[src/rtl/cory_unroute2_pkg.sv]
// ============================================================================
// cory_unroute2_pkg : shared constants and match helper for the 2x2 return path
// Revision 1.0
// ============================================================================
`default_nettype none

package cory_unroute2_pkg;

    localparam int NUM_PORTS = 2;

    // A target/source pair is routable only when each queue head names the other.
    function automatic logic tag_match(
        input logic tq_empty,
        input logic tq_head,
        input logic sq_empty,
        input logic sq_head,
        input logic src_id,
        input logic tgt_id
    );
        return !tq_empty && (tq_head == src_id) && !sq_empty && (sq_head == tgt_id);
    endfunction

endpackage

`default_nettype wire

[src/rtl/cory_unroute2_tagq.sv]
// ============================================================================
// cory_tagq : small synchronous FIFO with combinational head read
// Revision 1.0
// ============================================================================
`default_nettype none

module cory_tagq #(
    parameter int W = 1,
    parameter int D = 4,
    localparam int A = $clog2(D) + 1
) (
    input  logic         clk,
    input  logic         reset_n,
    input  logic         push_i,
    input  logic         pop_i,
    input  logic [W-1:0] din_i,
    output logic [W-1:0] dout_o,
    output logic         empty_o,
    output logic         full_o,
    output logic [A-1:0] cnt_o
);

    localparam int PW = $clog2(D);

    logic [W-1:0]  mem_q [D];
    logic [PW-1:0] wptr_q, wptr_d;
    logic [PW-1:0] rptr_q, rptr_d;
    logic [A-1:0]  cnt_q, cnt_d;
    logic          do_push, do_pop;

    // A pop frees the head slot this cycle, so a push into a full queue is legal alongside it.
    always_comb begin
        do_pop  = pop_i & (cnt_q != '0);
        do_push = push_i & ((cnt_q != A'(D)) | do_pop);
        wptr_d  = wptr_q + PW'(do_push);
        rptr_d  = rptr_q + PW'(do_pop);
        cnt_d   = cnt_q + A'(do_push) - A'(do_pop);
    end

    always_ff @(posedge clk or negedge reset_n) begin
        if (!reset_n) begin
            wptr_q <= '0;
            rptr_q <= '0;
            cnt_q  <= '0;
        end else begin
            wptr_q <= wptr_d;
            rptr_q <= rptr_d;
            cnt_q  <= cnt_d;
        end
    end

    always_ff @(posedge clk) begin
        if (do_push) begin
            mem_q[wptr_q] <= din_i;
        end
    end

    assign dout_o  = mem_q[rptr_q];
    assign empty_o = (cnt_q == '0);
    assign full_o  = (cnt_q == A'(D));
    assign cnt_o   = cnt_q;

endmodule

`default_nettype wire

[src/rtl/cory_unroute2.sv]
// ============================================================================
// cory_unroute2 : steers in-order target responses back to requesting sources
// Revision 1.0
// ============================================================================
`default_nettype none

module cory_unroute2
    import cory_unroute2_pkg::*;
#(
    parameter int N = 8,
    parameter int D = 4
) (
    input  logic         clk,
    input  logic         reset_n,
    input  logic         i_q0_v,
    input  logic         i_q0_t,
    input  logic         i_q0_r,
    output logic         o_q0_v,
    output logic         o_q0_r,
    input  logic         i_q1_v,
    input  logic         i_q1_t,
    input  logic         i_q1_r,
    output logic         o_q1_v,
    output logic         o_q1_r,
    input  logic         i_b0_v,
    input  logic [N-1:0] i_b0_d,
    output logic         o_b0_r,
    input  logic         i_b1_v,
    input  logic [N-1:0] i_b1_d,
    output logic         o_b1_r,
    output logic         o_y0_v,
    output logic [N-1:0] o_y0_d,
    input  logic         i_y0_r,
    output logic         o_y1_v,
    output logic [N-1:0] o_y1_d,
    input  logic         i_y1_r
);

    localparam int A = $clog2(D) + 1;

    logic [1:0]   q_v, q_t, q_r, room, fire;
    logic [1:0]   sq_push, sq_pop, sq_din, sq_head, sq_empty, sq_full;
    logic [1:0]   tq_push, tq_pop, tq_din, tq_head, tq_empty, tq_full;
    logic [A-1:0] sq_cnt [NUM_PORTS];
    logic [A-1:0] tq_cnt [NUM_PORTS];
    logic [1:0]   m [NUM_PORTS];   // m[t][s]
    logic         unused_cnt;

    assign q_v = {i_q1_v, i_q0_v};
    assign q_t = {i_q1_t, i_q0_t};
    assign q_r = {i_q1_r, i_q0_r};

    always_comb begin
        for (int t = 0; t < NUM_PORTS; t++) begin
            for (int s = 0; s < NUM_PORTS; s++) begin
                m[t][s] = tag_match(tq_empty[t], tq_head[t], sq_empty[s], sq_head[s],
                                    1'(s), 1'(t));
            end
        end
    end

    assign o_y0_v = (i_b0_v & m[0][0]) | (i_b1_v & m[1][0]);
    assign o_y1_v = (i_b0_v & m[0][1]) | (i_b1_v & m[1][1]);
    assign o_y0_d = m[0][0] ? i_b0_d : (m[1][0] ? i_b1_d : '0);
    assign o_y1_d = m[0][1] ? i_b0_d : (m[1][1] ? i_b1_d : '0);
    assign o_b0_r = (i_y0_r & m[0][0]) | (i_y1_r & m[0][1]);
    assign o_b1_r = (i_y0_r & m[1][0]) | (i_y1_r & m[1][1]);

    assign tq_pop = {i_b1_v & o_b1_r, i_b0_v & o_b0_r};
    assign sq_pop = {o_y1_v & i_y1_r, o_y0_v & i_y0_r};

    // Room counts a same-cycle pop as a free slot; source 0 wins a same-target tie.
    always_comb begin
        for (int s = 0; s < NUM_PORTS; s++) begin
            room[s] = (!sq_full[s] | sq_pop[s]) & (!tq_full[q_t[s]] | tq_pop[q_t[s]]);
        end
        if (q_v[0] && q_v[1] && (q_t[0] == q_t[1])) begin
            room[1] = 1'b0;
        end
    end

    assign fire    = q_v & q_r & room;
    assign o_q0_v  = i_q0_v & room[0];
    assign o_q0_r  = i_q0_r & room[0];
    assign o_q1_v  = i_q1_v & room[1];
    assign o_q1_r  = i_q1_r & room[1];
    assign sq_push = fire;
    assign sq_din  = q_t;

    always_comb begin
        for (int t = 0; t < NUM_PORTS; t++) begin
            tq_push[t] = (fire[0] & (q_t[0] == 1'(t))) | (fire[1] & (q_t[1] == 1'(t)));
            tq_din[t]  = !(fire[0] & (q_t[0] == 1'(t)));
        end
    end

    for (genvar i = 0; i < NUM_PORTS; i++) begin : g_q
        cory_tagq #(.W(1), .D(D)) u_sq (
            .clk    (clk),
            .reset_n(reset_n),
            .push_i (sq_push[i]),
            .pop_i  (sq_pop[i]),
            .din_i  (sq_din[i]),
            .dout_o (sq_head[i]),
            .empty_o(sq_empty[i]),
            .full_o (sq_full[i]),
            .cnt_o  (sq_cnt[i])
        );
        cory_tagq #(.W(1), .D(D)) u_tq (
            .clk    (clk),
            .reset_n(reset_n),
            .push_i (tq_push[i]),
            .pop_i  (tq_pop[i]),
            .din_i  (tq_din[i]),
            .dout_o (tq_head[i]),
            .empty_o(tq_empty[i]),
            .full_o (tq_full[i]),
            .cnt_o  (tq_cnt[i])
        );
    end

    assign unused_cnt = ^{sq_cnt[0], sq_cnt[1], tq_cnt[0], tq_cnt[1]};

`ifdef SIM
    always @(posedge clk) begin
        if (reset_n && ((i_b0_v && tq_empty[0]) || (i_b1_v && tq_empty[1]))) begin
            $error("ERROR: response presented with no outstanding request");
            $finish;
        end
    end
`endif

endmodule

`default_nettype wire

[config.mk]
export PLATFORM = sky130hd
export DESIGN_NAME = cory_unroute2
export DESIGN_NICKNAME = d
export VERILOG_FILES = /design/src/rtl/cory_unroute2_pkg.sv /design/src/rtl/cory_unroute2_tagq.sv /design/src/rtl/cory_unroute2.sv
export SDC_FILE = /design/constraint.sdc
export NUM_CORES = 1
export LEC_CHECK = 0
export ABC_AREA = 1
export CAP_MARGIN = 5
export CORE_ASPECT_RATIO = 0.8
export CORE_MARGIN = 10
export CORE_UTILIZATION = 45
export CTS_CLUSTER_DIAMETER = 200
export DETAILED_ROUTE_END_ITERATION = 7
export DONT_BUFFER_PORTS = 1
export PLACE_DENSITY_LB_ADDON = 0.08
export SYNTH_ARGS = -nofsm -noshare
export SYNTH_HDL_FRONTEND = slang
export SYNTH_SLANG_ARGS = --single-unit
export TNS_END_PERCENT = 1
[constraint.sdc]
create_clock -name clk -period 5.8 [get_ports clk]
set_input_delay 1.16 -clock clk [delete_from_list [all_inputs] [get_ports clk]]
set_output_delay 1.16 -clock clk [all_outputs]
set_load 0.05 [all_outputs]
Word-level counts from Yosys, hierarchy flattened. Memories as Yosys holds them, arrays and structs flattened. Index checks and enable logic that the tools add are counted.

Add/subtract/negate cells: 16. $mul: 0. Divide/modulo/power cells: 0. Order comparisons: 2. Eq/ne operators: 9. Shifts and indexed selects: 0. Muxes and demuxes: 21. Bitwise gates (word level): 52. Reduce and logical (&&, ||, !) cells: 32.

Operators with widths (number): 8-bit 2-to-1 mux (4); 1-bit bitwise AND (30); 1-bit 2-to-1 mux (17); 2-bit by 1-bit adder with 2-bit output (8); 1-bit logical AND (14); 1-bit OR (14); 3-bit by 1-bit adder with 3-bit output (4); 3-bit == test (second input constant) (4); 3-bit logical NOT (4); 3-bit != test (second input constant) (4); 3-bit nonzero test (4); 3-bit by 1-bit subtractor with 3-bit output (4); 1-bit logical NOT (10); 1-bit inverter (6); 2-bit bitwise AND (2); 1-bit by 2-bit less-than comparator with 1-bit output (second input constant) (2); 1-bit == test (1).

Flip-flop bits (word level): 28. Bits in latches: 0. Bits in writable memories: 16. Bits in read-only memories: 0. Output and inout bits: 24. Word-level logic and storage cells: 148. Memories: 4.

Memory list: g_q[0].u_sq.mem_q (depth 4, bits a word 1, read ports 1, clocked after Yosys merged registers in 0, wr ports 1, line cory_unroute2_tagq.sv:25) `logic [W-1:0] mem_q [D];`; g_q[0].u_tq.mem_q (depth 4, bits a word 1, read ports 1, clocked after Yosys merged registers in 0, wr ports 1, line cory_unroute2_tagq.sv:25); g_q[1].u_sq.mem_q (depth 4, bits a word 1, read ports 1, clocked after Yosys merged registers in 0, wr ports 1, line cory_unroute2_tagq.sv:25); g_q[1].u_tq.mem_q (depth 4, bits a word 1, read ports 1, clocked after Yosys merged registers in 0, wr ports 1, line cory_unroute2_tagq.sv:25).

Logic depth before layout (Yosys ltp). Gate-level depths: netlist of the first run.

Word-level depth: 19. Depth in mapped cells: 18.

Modules after synthesis. Synthesis of the first run repeated with hierarchy kept, for this count alone.

Cells, all modules: 329. Area, all modules: 2691.3 µm².

Modules (own cells, without submodules): cory_tagq (times used 4, cells each 56, area each 551.8 µm², seq. area each 295.3 µm²); cory_unroute2 (times used 1, cells each 105, area each 484.2 µm², seq. area each 0.0 µm²).

Worst setup path before layout of the first run. Ideal clock, no wire load.

Path kind: input port to output port. From: input i_b0_v. To: output o_q0_r. Data arrival time: 2.799 ns. Data required time: 4.640 ns. Setup slack: 1.841 ns. Stages on the path: 6. Path buffers: 0. Path through: inv_1 -> o22ai_2 -> nand2_2 -> nand2_4 -> nand2_2 -> nor2_1.

Longest elaborated chain between the ends: 6.

Ends and longest elaborated chain: start: declaration (line cory_unroute2.sv:25) `input logic i_b0_v,`; 1-bit bitwise AND (line cory_unroute2.sv:62) `assign o_y0_v = (i_b0_v & m[0][0]) | (i_b1_v & m[1][0]);`; 1-bit OR (line cory_unroute2.sv:62); via o_y0_v (line cory_unroute2.sv:31) `output logic o_y0_v,`; 1-bit bitwise AND (line cory_unroute2.sv:70) `assign sq_pop = {o_y1_v & i_y1_r, o_y0_v & i_y0_r};`; 1-bit OR (line cory_unroute2.sv:75) `room[s] = (!sq_full[s] | sq_pop[s]) & (!tq_full[q_t[s]] | tq_pop[q_t[s]]);`; 1-bit bitwise AND (line cory_unroute2.sv:75); 1-bit bitwise AND (line cory_unroute2.sv:84) `assign o_q0_r = i_q0_r & room[0];`; end: declaration (line cory_unroute2.sv:19) `output logic o_q0_r,`.

The timed path passes the listed nets, and every way through them passes these cells. The select of a mux whose other input is x is not followed.

Worst setup path in the final report of the first run.
From: register g_q[1].u_tq.rptr_q[0]. To: output o_q0_r.

RTL lines: start: declaration (line cory_unroute2_tagq.sv:27) `logic [PW-1:0] rptr_q, rptr_d;`; start signal: assignment (line cory_unroute2_tagq.sv:47) `rptr_q <= rptr_d;`; memory 4 x 1 bit; 1-bit inverter (line cory_unroute2_pkg.sv:20) `return !tq_empty && (tq_head == src_id) && !sq_empty && (sq_head == tgt_id);`; 1-bit logical AND (3 in series) (line cory_unroute2_pkg.sv:20); 1-bit bitwise AND (line cory_unroute2.sv:62); 1-bit OR (line cory_unroute2.sv:62); via o_y0_v (line cory_unroute2.sv:31); 1-bit bitwise AND (line cory_unroute2.sv:70); 1-bit OR (line cory_unroute2.sv:75); 1-bit bitwise AND (line cory_unroute2.sv:75); 1-bit bitwise AND (line cory_unroute2.sv:84).

The timed path passes the listed nets, and every way through them passes these cells. The select of a mux whose other input is x is not followed.

==> results.sh, run 1 <==
export IMPL_synth_top_area_share_pct=25.7
export IMPL_timing_final_crit_share_pct=71.8
export IMPL_rsz0062_at_grt="no"
export IMPL_wl_microns=5360
export IMPL_syn_area_sq_mm=0.00273
export IMPL_setup_tns_final_ns=0
export IMPL_synthCells=301
export IMPL_ys_types=29
export IMPL_dp_cells=382
export IMPL_power_density_mw_per_mm2=625
export IMPL_maxSlewHeadroom_pct=27.2
export IMPL_reg2reg_setup_slack_ns=2.74
export IMPL_finalHoldViolations=0
export IMPL_internal_power_w=0.000821
export IMPL_period_needed_ns=4.16
export IMPL_dieArea_sq_mm=0.00959
export IMPL_dr_pass1_iters=4
export IMPL_outcome="complete, no violations"
export IMPL_fp_dieW_microns=107
export IMPL_cts_buffers=5
export IMPL_place_ws_ns=1.67
export IMPL_finClkSkew_ns=0.00274
export IMPL_core_area_sq_mm=0.00588
export IMPL_postRouteAntennaNets=0
export IMPL_power_frac_comb_pct=58.4
export IMPL_ctsHtreeMaxLevel=2
export IMPL_critical_path_required_ns=4.64
export IMPL_path_max_fanout=9
export IMPL_syn_avg_cell_area_sq_um=9.06
export IMPL_synthTopCellsByCount="67 x inv_1, 59 x nand2_1, 28 x dfrtp_1"
export IMPL_grt_overflow=0
export IMPL_yosys_top_cells_area="dfrtp_1 26%, edfxtp_1 18%, inv_1 9.2%, nand2_1 8.1%, ha_1 7.3%"
export IMPL_p_total_w=0.00183
export IMPL_fmax_mhz=240
export IMPL_cts_sinks=44
export IMPL_crit_arrival_ns=3.00
export IMPL_grt_pass1_wl_microns=8620
export IMPL_critPathLaunchType="flip-flop"
export IMPL_cts_tree="yes"
export IMPL_grt_max_degree=29
export IMPL_power_frac_seq_pct=30.0
export IMPL_drc=0
export IMPL_fp_dieH_microns=89.6
export IMPL_fin_ws_ns=1.64
export IMPL_start_util_pct=46.4
export IMPL_ys_warn_count=0
export IMPL_hpwl_microns=4380
export IMPL_worstMarginPinSlew_ns=1.11
export IMPL_io_buffer_count=0
export IMPL_antenna_found_initial=0
export IMPL_async_flop_share_pct=63.6
export IMPL_root_buffer="clkbuf_8"
export IMPL_synthToLayoutAreaGrowth_pct=7.39
export IMPL_avgRoutedWirePerCell_microns=13.7
export IMPL_path_class="flip-flop to output port"
export IMPL_fin_cells=390
export IMPL_synth_seq_area_share_pct=43.3
export IMPL_vias=1873
export IMPL_clock_power_share_pct=11.6
export IMPL_clock_latency_ns=0.29
export IMPL_cts_hold_buf=0
export IMPL_ctsResizeCount=0
export IMPL_cts_setup_buffers=0
export IMPL_min_delay_path_class="flip-flop to flip-flop"
export IMPL_p_switching_w=0.00101
export IMPL_grt_pass1_vias=1802
export IMPL_p_leak_nw=1.47
export IMPL_clk_path_buf_depth=2
export IMPL_vias_per_cell=4.80
export IMPL_sw_frac_of_total_pct=55.1
export IMPL_drt_iter0_drc=80
export IMPL_vdd_ir_drop_max_mv=0.186
export IMPL_io_pins=52
export IMPL_cap_violations=0
export IMPL_yosys_register_bits=44
export IMPL_gp_congestion=0.814
export IMPL_drive_gt1_share_pct=14.2
export IMPL_setup_viol=0
export IMPL_syn_num_nets=349
export IMPL_synth_edf_count=16
export IMPL_worst_setup_path_end_kind="output port"
export IMPL_yosys_area_top_type="dfrtp_1"
export IMPL_clkTransAtPathRegs_ns=0.08
export IMPL_synth_top_flop_cell="dfrtp_1"
export IMPL_rows=25
export IMPL_nets=356
export IMPL_synth_most_common_cell="inv_1"
export IMPL_antennaDiodeCount=0
export IMPL_gr_usage_all_layers_pct=11.4
export IMPL_drv_slew=0
-- power groups by stage --
stage                     logic (W)  registers, W  clock network [W]
final                       0.00107      0.000548           0.000212
after global routing        0.00118      0.000569           0.000229
after CTS                   0.00108      0.000550           0.000218
after floorplan            0.000944      0.000532                  0
after global placement      0.00106      0.000555                  0
after detailed placement    0.00108      0.000554                  0
-- final timing paths --
kind,start,to,cells after the start
hold / removal,g_q[1].u_tq.rptr_q[1]$_DFF_PN0_,g_q[1].u_tq.rptr_q[1]$_DFF_PN0_,1
max in group asynchronous,reset_n,g_q[0].u_tq.cnt_o[1]$_DFF_PN0_,0
hold reg to reg,g_q[1].u_tq.rptr_q[1]$_DFF_PN0_,g_q[1].u_tq.rptr_q[1]$_DFF_PN0_,1
setup / recovery,g_q[1].u_tq.rptr_q[0]$_DFF_PN0_,o_q0_r,9
setup reg to reg,g_q[1].u_tq.rptr_q[0]$_DFF_PN0_,g_q[1].u_tq.cnt_o[2]$_DFF_PN0_,13
min in group asynchronous,reset_n,g_q[1].u_sq.cnt_o[2]$_DFF_PN0_,0
-- cell families after synthesis --
family | count (synthesis) | share of synthesized area (%)
adder cells (fa/ha/maj) | 20 | 10.3
XOR/XNOR | 15 | 4.82
AO/OA/AOI/OAI | 30 | 7.43
AND/OR/NAND/NOR | 120 | 24.2
buffers and inverters | 72 | 9.91
flip-flops | 44 | 43.3
-- critical path: stages (launching register included) --
cell and delay, ns:
dfrtp_1 0.43, nand2_1 0.09, nand3_1 0.07, nand2_1 0.17
nand3_2 0.24, o22ai_2 0.60, nand2_2 0.16, nand2_4 0.14
nand2_2 0.11, nor2_1 0.70
-- per-layer routing --
layer / vias to the layer above / GRT usage, % / share of wire (%) / wire length [microns]
met1: 848 / 14.1 / 49 / 2630
met4: 0 / 2.70 / 0.52 / 28
li1: 972 / - / - / -
met2: 51 / 18.4 / 42 / 2250
met3: 2 / 4.35 / 8.3 / 447
met5: - / 0 / 0 / 0
-- placed cells by master, fill, tap and decap left out, types with 10 or more instances in the layout --
| master | netlist | routed |
|---|---|---|
| inv_1 | 67 | 67 |
| nand2_1 | 59 | 59 |
| dfrtp_1 | 28 | 28 |
| o22ai_1 | 16 | 16 |
| ha_1 | 16 | 16 |
| edfxtp_1 | 16 | 16 |
| nor2_1 | 13 | 13 |
| xor2_1 | 11 | 11 |
| nand3_1 | 10 | 10 |
-- final cells by class --
type,count,area (sq um)
clock buffers,8,100
fillers,576,2950
inverters,72,270
multi-input cells,185,1270
flip-flops and latches,44,1180
well taps,81,101
-- state kept, by name (all words and copies together) (netlist names) --
name             flops
g_q.u_sq.cnt_o       6
g_q.u_sq.mem_q       8
g_q.u_sq.rptr_q      4
g_q.u_sq.wptr_q      4
g_q.u_tq.cnt_o       6
g_q.u_tq.mem_q       8
g_q.u_tq.rptr_q      4
g_q.u_tq.wptr_q      4
-- through the flow --
stage	instance area [sq um]	hold WS (ns)	utilization, %
final	2930	0.502	49.8
after global routing	2930	0.536	49.8
after CTS	2930	0.502	49.8
after detailed placement	2830	0.485	48.1
after global placement	2830	0.494	48.1
after floorplan	2730	0.464	-
Note: power is estimated with default switching activity, not from simulation.
==> inputs of run 2 (changes only) <==
- clock period: 5.8 -> 3.4 ns (I/O delays scaled with it)
==> run 2 against run 1 <==
Against the previous run:
- sequential cell count did not move
- critical path depth rose by 4
- combinational power rose by 92%
- via count rose by 5.2%
- sequential power rose by 71%
- sequential share of layout area fell by 2.3 points
- register-to-register slack got worse by 2.1 ns
- die area did not move
- cell count rose by 5.6%
==> results.sh, run 2 (synthesis gave the netlist of run 1 again) <==
export IMPL_outcome="complete, no violations"
export IMPL_finalHoldViolations=0
export IMPL_critPathMaxStageDelay_ns=0.41
export IMPL_critical_path_required_ns=2.72
export IMPL_timing_final_crit_share_pct=87.1
export IMPL_fmax_mhz=338
export IMPL_setup_viol=0
export IMPL_clkTransAtPathRegs_ns=0.08
export IMPL_endpoint="o_q1_r"
export IMPL_clock_latency_ns=0.30
export IMPL_layout_common_cells="67 x inv_1, 59 x nand2_1, 28 x dfrtp_1"
export IMPL_dr_pass1_iters=4
export IMPL_synthToLayoutAreaGrowth_pct=13.9
export IMPL_finClkSkew_ns=0.00513
export IMPL_crit_buf_inv=2
export IMPL_gp_congestion=0.869
export IMPL_crit_family="simple AND/OR/NAND/NOR gates"
export IMPL_grt_overflow=0
export IMPL_dieArea_sq_mm=0.00959
export IMPL_r2r_cells=17
export IMPL_ctsResizeCount=0
export IMPL_worstMarginPinSlew_ns=0.403
export IMPL_ctsHtreeMaxLevel=2
export IMPL_min_delay_path_class="input pin to async pin"
export IMPL_cts_tree="yes"
export IMPL_cts_sinks=44
export IMPL_fillerInstances=567
export IMPL_r2r_end="g_q[1].u_sq.cnt_o[2]$_DFF_PN0_"
export IMPL_path_common_cell="nand2_2"
export IMPL_root_buffer="clkbuf_8"
export IMPL_maxSlewHeadroom_pct=72.9
export IMPL_cp_cell_sequence="nor2_1, nand2_1, nand2_1, inv_1, nand4_1, nand2_2, nand2_2, nand2_2, nand2_2, nor2_4, nand2_2, nor2_1, buf_4"
export IMPL_cts_hold_buf=0
export IMPL_setup_tns_final_ns=0
export IMPL_vias=1970
export IMPL_avgRoutedWirePerCell_microns=13.9
export IMPL_crit_slowest_cell="dfrtp_1"
export IMPL_grt_max_degree=29
export IMPL_power_density_mw_per_mm2=1090
export IMPL_reg2reg_setup_slack_ns=0.60
export IMPL_clk_path_buf_depth=2
export IMPL_fp_dieW_microns=107
export IMPL_hpwl_microns=4740
export IMPL_grt_pass1_wl_microns=9750
export IMPL_postRouteAntennaNets=0
export IMPL_gr_usage_all_layers_pct=13.1
export IMPL_grt_pass1_vias=1989
export IMPL_period_needed_ns=2.96
export IMPL_core_area_sq_mm=0.00588
export IMPL_crit_arrival_ns=2.28
export IMPL_reg2reg_from="g_q[0].u_tq.cnt_o[1]$_DFF_PN0_"
export IMPL_drt_iter0_drc=54
export IMPL_rows=25
export IMPL_final_common_cell="inv_1"
export IMPL_nets=378
export IMPL_p_leak_nw=1.58
export IMPL_path_max_fanout=3
export IMPL_drive_gt1_share_pct=20.2
export IMPL_dp_cells=404
export IMPL_wl_microns=5730
export IMPL_io_pins=52
export IMPL_cap_violations=0
export IMPL_crit_start="g_q[0].u_tq.cnt_o[1]$_DFF_PN0_"
export IMPL_cp_depth=13
export IMPL_rsz0062_at_grt="no"
export IMPL_cts_buffers=5
export IMPL_io_buffer_count=0
export IMPL_worst_setup_path_end_kind="output port"
export IMPL_drc=0
export IMPL_vdd_ir_drop_max_mv=0.425
export IMPL_critPathLaunchType="flip-flop"
export IMPL_path_class="flip-flop to output port"
export IMPL_vias_per_cell=4.78
export IMPL_cts_setup_buffers=0
export IMPL_fp_dieH_microns=89.6
export IMPL_drv_slew=0
export IMPL_fin_cells=412
export IMPL_antenna_found_initial=0
export IMPL_start_util_pct=46.4
export IMPL_antennaDiodeCount=0
export IMPL_reg_top3="g_q.u_sq.mem_q: 8 flops, g_q.u_tq.mem_q: 8 flops"
export IMPL_final_core_utilization_pct=52.8
==> run 2: cell types whose count changed in the layout (fill, tap and decap cells not counted) <==
cell	change
clkinv_2	+1
clkinvlp_4	+1
clkbuf_8	-2
clkbuf_1	-1
bufinv_16	+1
buf_4	+22
==> run 2: cell type report <==
type | count | area, sq um | share of cell area, %
multi-input cells | 185 | 1270 | 41.1
clock inverters | 3 | 42.5 | 1.37
repair buffers | 22 | 165 | 5.32
inverters | 72 | 270 | 8.71
flip-flops and latches | 44 | 1180 | 38.0
well taps | 81 | 101 | 3.26
clock buffers | 5 | 68.8 | 2.22
==> run 2: layer usage <==
| layer | global-route usage (%) | share of wire, % |
|---|---|---|
| met5 | 0 | 0 |
| met4 | 4.42 | 1.6 |
| met3 | 5.92 | 9.2 |
| met2 | 20.0 | 42 |
| met1 | 16.1 | 47 |
==> run 2: stage by stage <==
| step | total power [W] | cell area [sq um] | hold WS [ns] | worst slack, ns |
|---|---|---|---|---|
| after global routing | 0.00370 | 3100 | 0.0313 | 0.193 |
| after CTS | 0.00343 | 3100 | 0.0444 | 0.403 |
| after floorplan | 0.00252 | 2730 | 0.384 | 0.373 |
| after detailed placement | 0.00302 | 2990 | 0.386 | 0.603 |
| after global placement | 0.00299 | 2990 | 0.386 | 0.687 |
| final | 0.00339 | 3100 | 0.0631 | 0.440 |
==> run 2: worst min-delay path by stage <==
stage                  from                              end  slack [ns]
CTS                 reset_n   g_q[1].u_sq.cnt_o[0]$_DFF_PN0_        0.04
detailed placement  reset_n  g_q[1].u_sq.rptr_q[1]$_DFF_PN0_        0.39
floorplan           reset_n   g_q[0].u_sq.cnt_o[0]$_DFF_PN0_        0.38
finish              reset_n   g_q[1].u_tq.cnt_o[0]$_DFF_PN0_        0.06
global route        reset_n   g_q[1].u_tq.cnt_o[0]$_DFF_PN0_        0.03
global placement    reset_n  g_q[1].u_sq.rptr_q[1]$_DFF_PN0_        0.39
==> run 2: power breakdown <==
group / switching [W] / internal (W)
registers: 0.000180 / 0.000759
clock network: 0.000184 / 0.000217
logic: 0.00141 / 0.000639
